**config.mk**
```make
export PLATFORM = sky130hd
export DESIGN_NAME = mux_ctrl_spi
export DESIGN_NICKNAME = d
export VERILOG_FILES = /design/src/rtl/mux_ctrl_spi.sv
export SDC_FILE = /design/constraint.sdc
export NUM_CORES = 1
export LEC_CHECK = 0
export BUFFER_PORTS_ARGS = -buffer_cell sky130_fd_sc_hd__buf_2
export CORE_AREA = 2 2 121 123
export DETAILED_ROUTE_END_ITERATION = 8
export DIE_AREA = 0 0 123 125
export GPL_TIMING_DRIVEN = 0
export PLACE_DENSITY = 0.86
export SYNTH_ARGS = -nofsm -noshare
export SYNTH_HDL_FRONTEND = slang
export SYNTH_SLANG_ARGS = --single-unit
```
**constraint.sdc**
```tcl
create_clock -name clk -period 5.9 [get_ports clk]
set_clock_uncertainty 0.05 [all_clocks]
set_input_delay 0 -clock clk [delete_from_list [all_inputs] [get_ports clk]]
set_output_delay 0 -clock clk [all_outputs]
set_load 0.05 [all_outputs]
```
**src/rtl/mux_ctrl_spi.sv**
```systemverilog
// SPI-programmed N-channel analog mux driver with break-before-make and register readback.
// Latency: a committed write reaches the registers 4 clk after ss rises; outputs are registered one clk later.
// No backpressure: SPI frames are consumed as they arrive, and malformed frames are dropped.
module mux_ctrl_spi #(
  parameter int CHANNELS   = 8,
  parameter int BBM_CYCLES = 4,
  parameter int DIV_W      = 16
) (
  input  logic                clk,
  input  logic                rst,
  input  logic                sck,
  input  logic                mosi,
  input  logic                ss,
  output logic                miso,
  output logic [CHANNELS-1:0] dout_p,
  output logic [CHANNELS-1:0] dout_n,
  output logic                busy
);

  localparam int IDX_W = (CHANNELS > 2) ? $clog2(CHANNELS) : 1;
  localparam int BBM_W = (BBM_CYCLES > 1) ? $clog2(BBM_CYCLES) : 1;
  localparam logic [4:0]       CH_LIM   = 5'(CHANNELS);
  localparam logic [3:0]       CH_LAST  = 4'(CHANNELS - 1);
  localparam logic [BBM_W-1:0] BBM_LAST = BBM_W'(BBM_CYCLES - 1);

  typedef enum logic [1:0] {ST_OFF, ST_BBM, ST_ON} state_e;

  // synchroniser and edge-detect state
  logic [2:0] sck_s_q, ss_s_q;
  logic [1:0] mosi_s_q;
  logic       sck_rise_q, sck_fall_q, ss_rise_q, ss_fall_q, ss_lvl_q, mosi_bit_q;

  // frame capture and readback
  logic [23:0] shift_q, shift_d;
  logic [4:0]  bit_cnt_q;
  logic [15:0] rd_sh_q, rd_val;
  logic        rd_act_q, miso_q;

  // register file
  logic [CHANNELS-1:0] en_q;
  logic [1:0]          mode_q;
  logic [3:0]          sel_q;
  logic [DIV_W-1:0]    div_q;

  // switch sequencing
  state_e              state_q, state_d;
  logic [3:0]          cur_q, cur_d, ptr_q, ptr_d, tgt_ch, nxt_start;
  logic [BBM_W-1:0]    bbm_q, bbm_d;
  logic [DIV_W-1:0]    dwell_q, dwell_d;
  logic                tgt_vld, expire;
  logic [4:0]          scan_hit;
  logic [CHANNELS-1:0] oh_d, dout_p_q, dout_n_q;
  logic                busy_q;

  // First set bit of mask at or above start, wrapping; returns {found, index}.
  function automatic logic [4:0] first_from(input logic [3:0] start, input logic [CHANNELS-1:0] mask);
    int         idx;
    logic       found;
    logic [3:0] res;
    found = 1'b0;
    res   = 4'd0;
    for (int i = 0; i < CHANNELS; i++) begin
      idx = int'(start) + i;
      if (idx >= CHANNELS) idx = idx - CHANNELS;
      if (!found && mask[IDX_W'(idx)]) begin
        found = 1'b1;
        res   = 4'(idx);
      end
    end
    return {found, res};
  endfunction

  // Two-flop synchronisers plus registered single-cycle edge pulses.
  always_ff @(posedge clk or posedge rst) begin
    if (rst) begin
      sck_s_q    <= '0;
      ss_s_q     <= '1;
      mosi_s_q   <= '0;
      sck_rise_q <= 1'b0;
      sck_fall_q <= 1'b0;
      ss_rise_q  <= 1'b0;
      ss_fall_q  <= 1'b0;
      ss_lvl_q   <= 1'b1;
      mosi_bit_q <= 1'b0;
    end else begin
      sck_s_q    <= {sck_s_q[1:0], sck};
      ss_s_q     <= {ss_s_q[1:0], ss};
      mosi_s_q   <= {mosi_s_q[0], mosi};
      sck_rise_q <= sck_s_q[1] & ~sck_s_q[2];
      sck_fall_q <= ~sck_s_q[1] & sck_s_q[2];
      ss_rise_q  <= ss_s_q[1] & ~ss_s_q[2];
      ss_fall_q  <= ~ss_s_q[1] & ss_s_q[2];
      ss_lvl_q   <= ss_s_q[1];
      mosi_bit_q <= mosi_s_q[1];
    end
  end

  assign shift_d = {shift_q[22:0], mosi_bit_q};

  // Shift in MOSI on each sck rise inside a frame; count bits saturating so over-long frames stay invalid.
  always_ff @(posedge clk or posedge rst) begin
    if (rst) begin
      shift_q   <= '0;
      bit_cnt_q <= '0;
    end else if (ss_fall_q) begin
      bit_cnt_q <= '0;
    end else if (sck_rise_q && !ss_lvl_q) begin
      shift_q <= shift_d;
      if (bit_cnt_q != 5'd31) bit_cnt_q <= bit_cnt_q + 5'd1;
    end
  end

  // Readback mux, addressed by the frame header as it completes its 8th bit.
  always_comb begin
    rd_val = '0;
    case (shift_d[2:0])
      3'd0: rd_val[CHANNELS-1:0] = en_q;
      3'd1: rd_val[1:0]          = mode_q;
      3'd2: rd_val[3:0]          = sel_q;
      3'd3: rd_val[DIV_W-1:0]    = div_q;
      3'd4: rd_val[5:0]          = {busy_q, state_q == ST_ON, cur_q};
      default: rd_val = '0;
    endcase
  end

  // Latch the read word after the header, then present one bit per sck fall.
  always_ff @(posedge clk or posedge rst) begin
    if (rst) begin
      rd_sh_q  <= '0;
      rd_act_q <= 1'b0;
      miso_q   <= 1'b0;
    end else if (ss_lvl_q) begin
      rd_act_q <= 1'b0;
      miso_q   <= 1'b0;
    end else if (sck_rise_q && bit_cnt_q == 5'd7 && !shift_d[7]) begin
      rd_sh_q  <= rd_val;
      rd_act_q <= 1'b1;
    end else if (sck_fall_q && rd_act_q) begin
      miso_q  <= rd_sh_q[15];
      rd_sh_q <= {rd_sh_q[14:0], 1'b0};
    end
  end

  // Commit a write only when ss closes a frame of exactly 24 bits.
  always_ff @(posedge clk or posedge rst) begin
    if (rst) begin
      en_q   <= '0;
      mode_q <= '0;
      sel_q  <= '0;
      div_q  <= '0;
    end else if (ss_rise_q && bit_cnt_q == 5'd24 && shift_q[23]) begin
      case (shift_q[18:16])
        3'd0: en_q   <= shift_q[CHANNELS-1:0];
        3'd1: mode_q <= shift_q[1:0];
        3'd2: sel_q  <= shift_q[3:0];
        3'd3: div_q  <= shift_q[DIV_W-1:0];
        default: ;
      endcase
    end
  end

  // Target channel; in scan mode a dwell expiry already points at the next enabled channel.
  always_comb begin
    tgt_vld   = 1'b0;
    tgt_ch    = '0;
    expire    = (state_q == ST_ON) && (dwell_q == div_q);
    nxt_start = (cur_q == CH_LAST) ? 4'd0 : cur_q + 4'd1;
    scan_hit  = first_from(expire ? nxt_start : ptr_q, en_q);
    case (mode_q)
      2'd1: begin
        tgt_vld = ({1'b0, sel_q} < CH_LIM) && en_q[sel_q[IDX_W-1:0]];
        tgt_ch  = sel_q;
      end
      2'd2: begin
        tgt_vld = scan_hit[4];
        tgt_ch  = scan_hit[3:0];
      end
      default: ;
    endcase
  end

  // Switch FSM next state: every channel change passes through a full all-off gap.
  always_comb begin
    state_d = state_q;
    cur_d   = cur_q;
    bbm_d   = bbm_q;
    dwell_d = '0;
    ptr_d   = ptr_q;
    oh_d    = '0;
    case (state_q)
      ST_OFF: begin
        if (tgt_vld) begin
          state_d = ST_BBM;
          bbm_d   = '0;
        end
      end
      ST_BBM: begin
        if (bbm_q == BBM_LAST) begin
          bbm_d = '0;
          if (tgt_vld) begin
            state_d = ST_ON;
            cur_d   = tgt_ch;
          end else begin
            state_d = ST_OFF;
          end
        end else begin
          bbm_d = bbm_q + BBM_W'(1);
        end
      end
      ST_ON: begin
        if (!tgt_vld || tgt_ch != cur_q) begin
          state_d = ST_BBM;
          bbm_d   = '0;
        end else if (!expire) begin
          dwell_d = dwell_q + DIV_W'(1);
        end
      end
      default: state_d = ST_OFF;
    endcase
    if (mode_q == 2'd2 && tgt_vld && (expire || (state_q == ST_BBM && state_d == ST_ON)))
      ptr_d = tgt_ch;
    if (state_d == ST_ON) oh_d[cur_d[IDX_W-1:0]] = 1'b1;
  end

  // FSM state and registered switch-drive outputs.
  always_ff @(posedge clk or posedge rst) begin
    if (rst) begin
      state_q  <= ST_OFF;
      cur_q    <= '0;
      ptr_q    <= '0;
      bbm_q    <= '0;
      dwell_q  <= '0;
      dout_p_q <= '0;
      dout_n_q <= '1;
      busy_q   <= 1'b0;
    end else begin
      state_q  <= state_d;
      cur_q    <= cur_d;
      ptr_q    <= ptr_d;
      bbm_q    <= bbm_d;
      dwell_q  <= dwell_d;
      dout_p_q <= oh_d;
      dout_n_q <= ~oh_d;
      busy_q   <= (state_d == ST_BBM);
    end
  end

  assign miso   = miso_q;
  assign dout_p = dout_p_q;
  assign dout_n = dout_n_q;
  assign busy   = busy_q;

endmodule

```
==> results.sh <==
export IMPL_power_uw=2190
export IMPL_yosys_area_share_xor_xnor=0.0395
export IMPL_synthAdderAreaFrac=0.0266
export IMPL_htreeDepth=4
export IMPL_drv_slew=0
export IMPL_synth_top_family_by_area="simple AND/OR/NAND/NOR gates"
export IMPL_internal_power_uw=1700
export IMPL_powerDensity_nw_per_um2=238
export IMPL_final_common_cell="dfrtp_1"
export IMPL_cts_path_max_buffers=2
export IMPL_slew_limit_headroom=0.281
export IMPL_routed_wl_um=20300
export IMPL_swShare=0.225
export IMPL_drv_cap=0
export IMPL_num_nets_final=877
export IMPL_globalplace_congestion=0.935
export IMPL_fp_row_count=44
export IMPL_crit_path_max_incr_delay_ns=0.46
export IMPL_end_kind="flop"
export IMPL_fin_crit_sh=0.975
export IMPL_power_switching_uw=492
export IMPL_via_per_inst=6.42
export IMPL_clockRootBuffer="clkbuf_16"
export IMPL_cts_reportedPaths_clkPinSlew_ns=0.06
export IMPL_grt_total_usage=0.272
export IMPL_path_cells="xor2_1 > nor4_2 > and4_1 > buf_4 > buf_6 > nand3_1 > o21ai_4 > inv_2 > ha_2 > and2_1 > o211ai_1 > nand2_2 > a21boi_2 > or3_1 > a2111oi_2 > a221oi_1 > a32oi_1 > o21ai_1 > or3_4 > and4_1 > buf_4 > o21ba_1"
export IMPL_synth_edff_count=0
export IMPL_vdd_ir_drop_max_mv=0.266
export IMPL_combPwrFrac=0.042
export IMPL_async_flop_share=1.00
export IMPL_drc=0
export IMPL_cts_tree="done"
export IMPL_post_route_util=0.647
export IMPL_drive_gt1_frac=0.245
export IMPL_port_buffers=22
export IMPL_wire_per_inst_um=19.3
export IMPL_synth_compound_area_frac=0.157
export IMPL_status="completed"
export IMPL_max_freq_mhz=174
export IMPL_antenna_found_initial=0
export IMPL_hold_viol=0
export IMPL_syn_to_final_growth_pct=15.0
export IMPL_postSynthCellCount=798
export IMPL_worstPathMaxFanout=10
export IMPL_dp_hpwl_um=13300
export IMPL_core_um2=14200
export IMPL_grt_max_degree=94
export IMPL_synth_seq_cells=135
export IMPL_ant_nets=0
export IMPL_worstHoldPathType="in -> async"
export IMPL_synth_cell_types=86
export IMPL_worstPathArrival_ns=6.01
export IMPL_drtPass1Iterations=6
export IMPL_n_fill_cell=1033
export IMPL_clkPwrFrac=0.505
export IMPL_die_area_um2=15400
export IMPL_crit_slowest_cell="a2111oi_2"
export IMPL_layout_common_cells="dfrtp_1, nand2_1, mux2_2"
export IMPL_critPathKind="reg -> reg"
export IMPL_ys_warn_count=0
export IMPL_r2r_cells=22
export IMPL_vias=6758
export IMPL_gr_total_overflow=0
export IMPL_startpoint_type="flop"
export IMPL_grt_pass1_wl_um=32800
export IMPL_die_h_um=125
export IMPL_cts_sinks=135
export IMPL_synth_area_um2=7990
export IMPL_worst_pin_slew_ns=1.07
export IMPL_grt_pass1_vias=6413
export IMPL_crit_required_ns=6.16
export IMPL_clock_latency_ns=0.42
export IMPL_setup_violations_final=0
export IMPL_avgSynthCellArea_um2=10.0
export IMPL_muxShareOfSynthArea=0.119
export IMPL_antenna_diode_count=0
export IMPL_cts_inserted_buffers=17
export IMPL_die_w_um=123
export IMPL_ys_seq_area_frac=0.425
export IMPL_finalCriticalPeriod_ns=5.75
export IMPL_pwr_share_seq=0.453
export IMPL_synth_simple_area_share=0.197
export IMPL_syn_nets=820
export IMPL_ioPinCount=23
export IMPL_start_util=0.562
export IMPL_drt_iter0_drc=866
export IMPL_p_leak_uw=0.00403
export IMPL_synthFlopType="dfrtp_1"
[sequential cells by signal (all words and copies together) (netlist names), 2 cells and up]
| register | flops |
|---|---|
| bbm_q | 2 |
| bit_cnt_q | 5 |
| cur_q | 4 |
| div_q | 16 |
| dout_n | 8 |
| dout_p | 8 |
| dwell_q | 16 |
| en_q | 8 |
| mode_q | 2 |
| mosi_s_q | 2 |
| ptr_q | 4 |
| rd_sh_q | 16 |
| sck_s_q | 3 |
| sel_q | 4 |
| shift_q | 24 |
| ss_s_q | 2 |
| state_q | 2 |
[per-layer routing]
layer  vias up  track usage  part of all wire
li1       3030            -                 -
met1      3284        0.363              0.40
met2       373        0.428              0.49
met3        71       0.0666             0.077
met4         0        0.106             0.033
met5         -            0                 0
[logic make-up (layout without fill, tap and decap cells)]
group / count (synthesis) / in the layout
and+or+nand+nor: 287 / 287
AOI/OAI and AO/OA: 177 / 177
DFF: 135 / 135
muxes: 81 / 81
buffers and inverters: 65 / 135
xor gates and xnor gates: 36 / 36
adders and majority gates: 17 / 17
[power groups by stage]
stage,combinational (uW),sequential [uW],clock [uW]
CTS,92.2,988,1110
finish,91.8,991,1110
global placement,82.8,1000,0
floorplan,67.3,988,0
detailed placement,88.2,1000,0
global route,101,993,1150
[cell type report]
cell class | count | area, um2 | share of cell area
repair buffers | 39 | 268 | 0.0292
well taps | 184 | 230 | 0.0251
multi-input cells | 598 | 4370 | 0.476
plain buffers | 44 | 214 | 0.0233
clock buffers | 21 | 480 | 0.0523
flip-flops and latches | 135 | 3390 | 0.369
inverters | 20 | 80.1 | 0.00872
clock inverters | 11 | 146 | 0.0159
[final timing paths]
check	startpoint	slack (ns)	endpoint
setup / recovery	dwell_q[14]$_DFF_PP0_	0.15	dout_p[2]$_DFF_PP0_
hold / removal	rst	0.08	state_q[0]$_DFF_PP0_
setup reg to reg	dwell_q[14]$_DFF_PP0_	0.15	dout_p[2]$_DFF_PP0_
hold reg to reg	sck_s_q[0]$_DFF_PP0_	0.30	sck_s_q[1]$_DFF_PP0_
max in group asynchronous	rst	4.95	ss_lvl_q$_DFF_PP1_
min in group clk	sck	0.17	sck_s_q[0]$_DFF_PP0_
[synth_stat cells (16+ instances only)]
cell      number  share of area
nand2_1       92          0.043
nor3_2        16          0.020
mux2_2        64          0.090
nand3_1       40          0.025
a21oi_1       27          0.017
xor2_1        26          0.029
o21ai_0       27          0.017
ha_1          17          0.027
dfrtp_1      124           0.39
inv_1         19         0.0089
clkbuf_1      28          0.013
nor2_1        41          0.019
[critical path, delay by kind of cell, from the launching register on]
kind / cells / cell delay (ns)
adders and majority gates: 1 / 0.26
and+or+nand+nor: 8 / 2.12
buffers and inverters: 4 / 0.65
DFF: 1 / 0.44
AOI/OAI and AO/OA: 8 / 1.90
xor gates and xnor gates: 1 / 0.19
[stage by stage]
step           TNS (ns)  hold slack, ns  cell area (um2)  setup slack, ns  std cells
2_1_floorplan         0         -0.0455             7990            0.549        798
3_3_place_gp     -35.15          0.0570             8330           -0.917       1004
3_5_place_dp     -35.37         -0.0135             8360           -0.935       1005
4_1_cts               0          0.0845             9060           0.0182       1043
5_1_grt         -0.0825          0.0976             9190          -0.0326       1052
6_report              0          0.0777             9190            0.148       1052
[repair_timing]
item	CTS	global route
setup buffers	2	10
pin swaps	1	6
setup endpoints to repair	45	38
hold buffers	4	0
hold endpoints to repair	135	0
gates resized for setup	6	14
No activity file was read; power rests on OpenSTA's default activity.
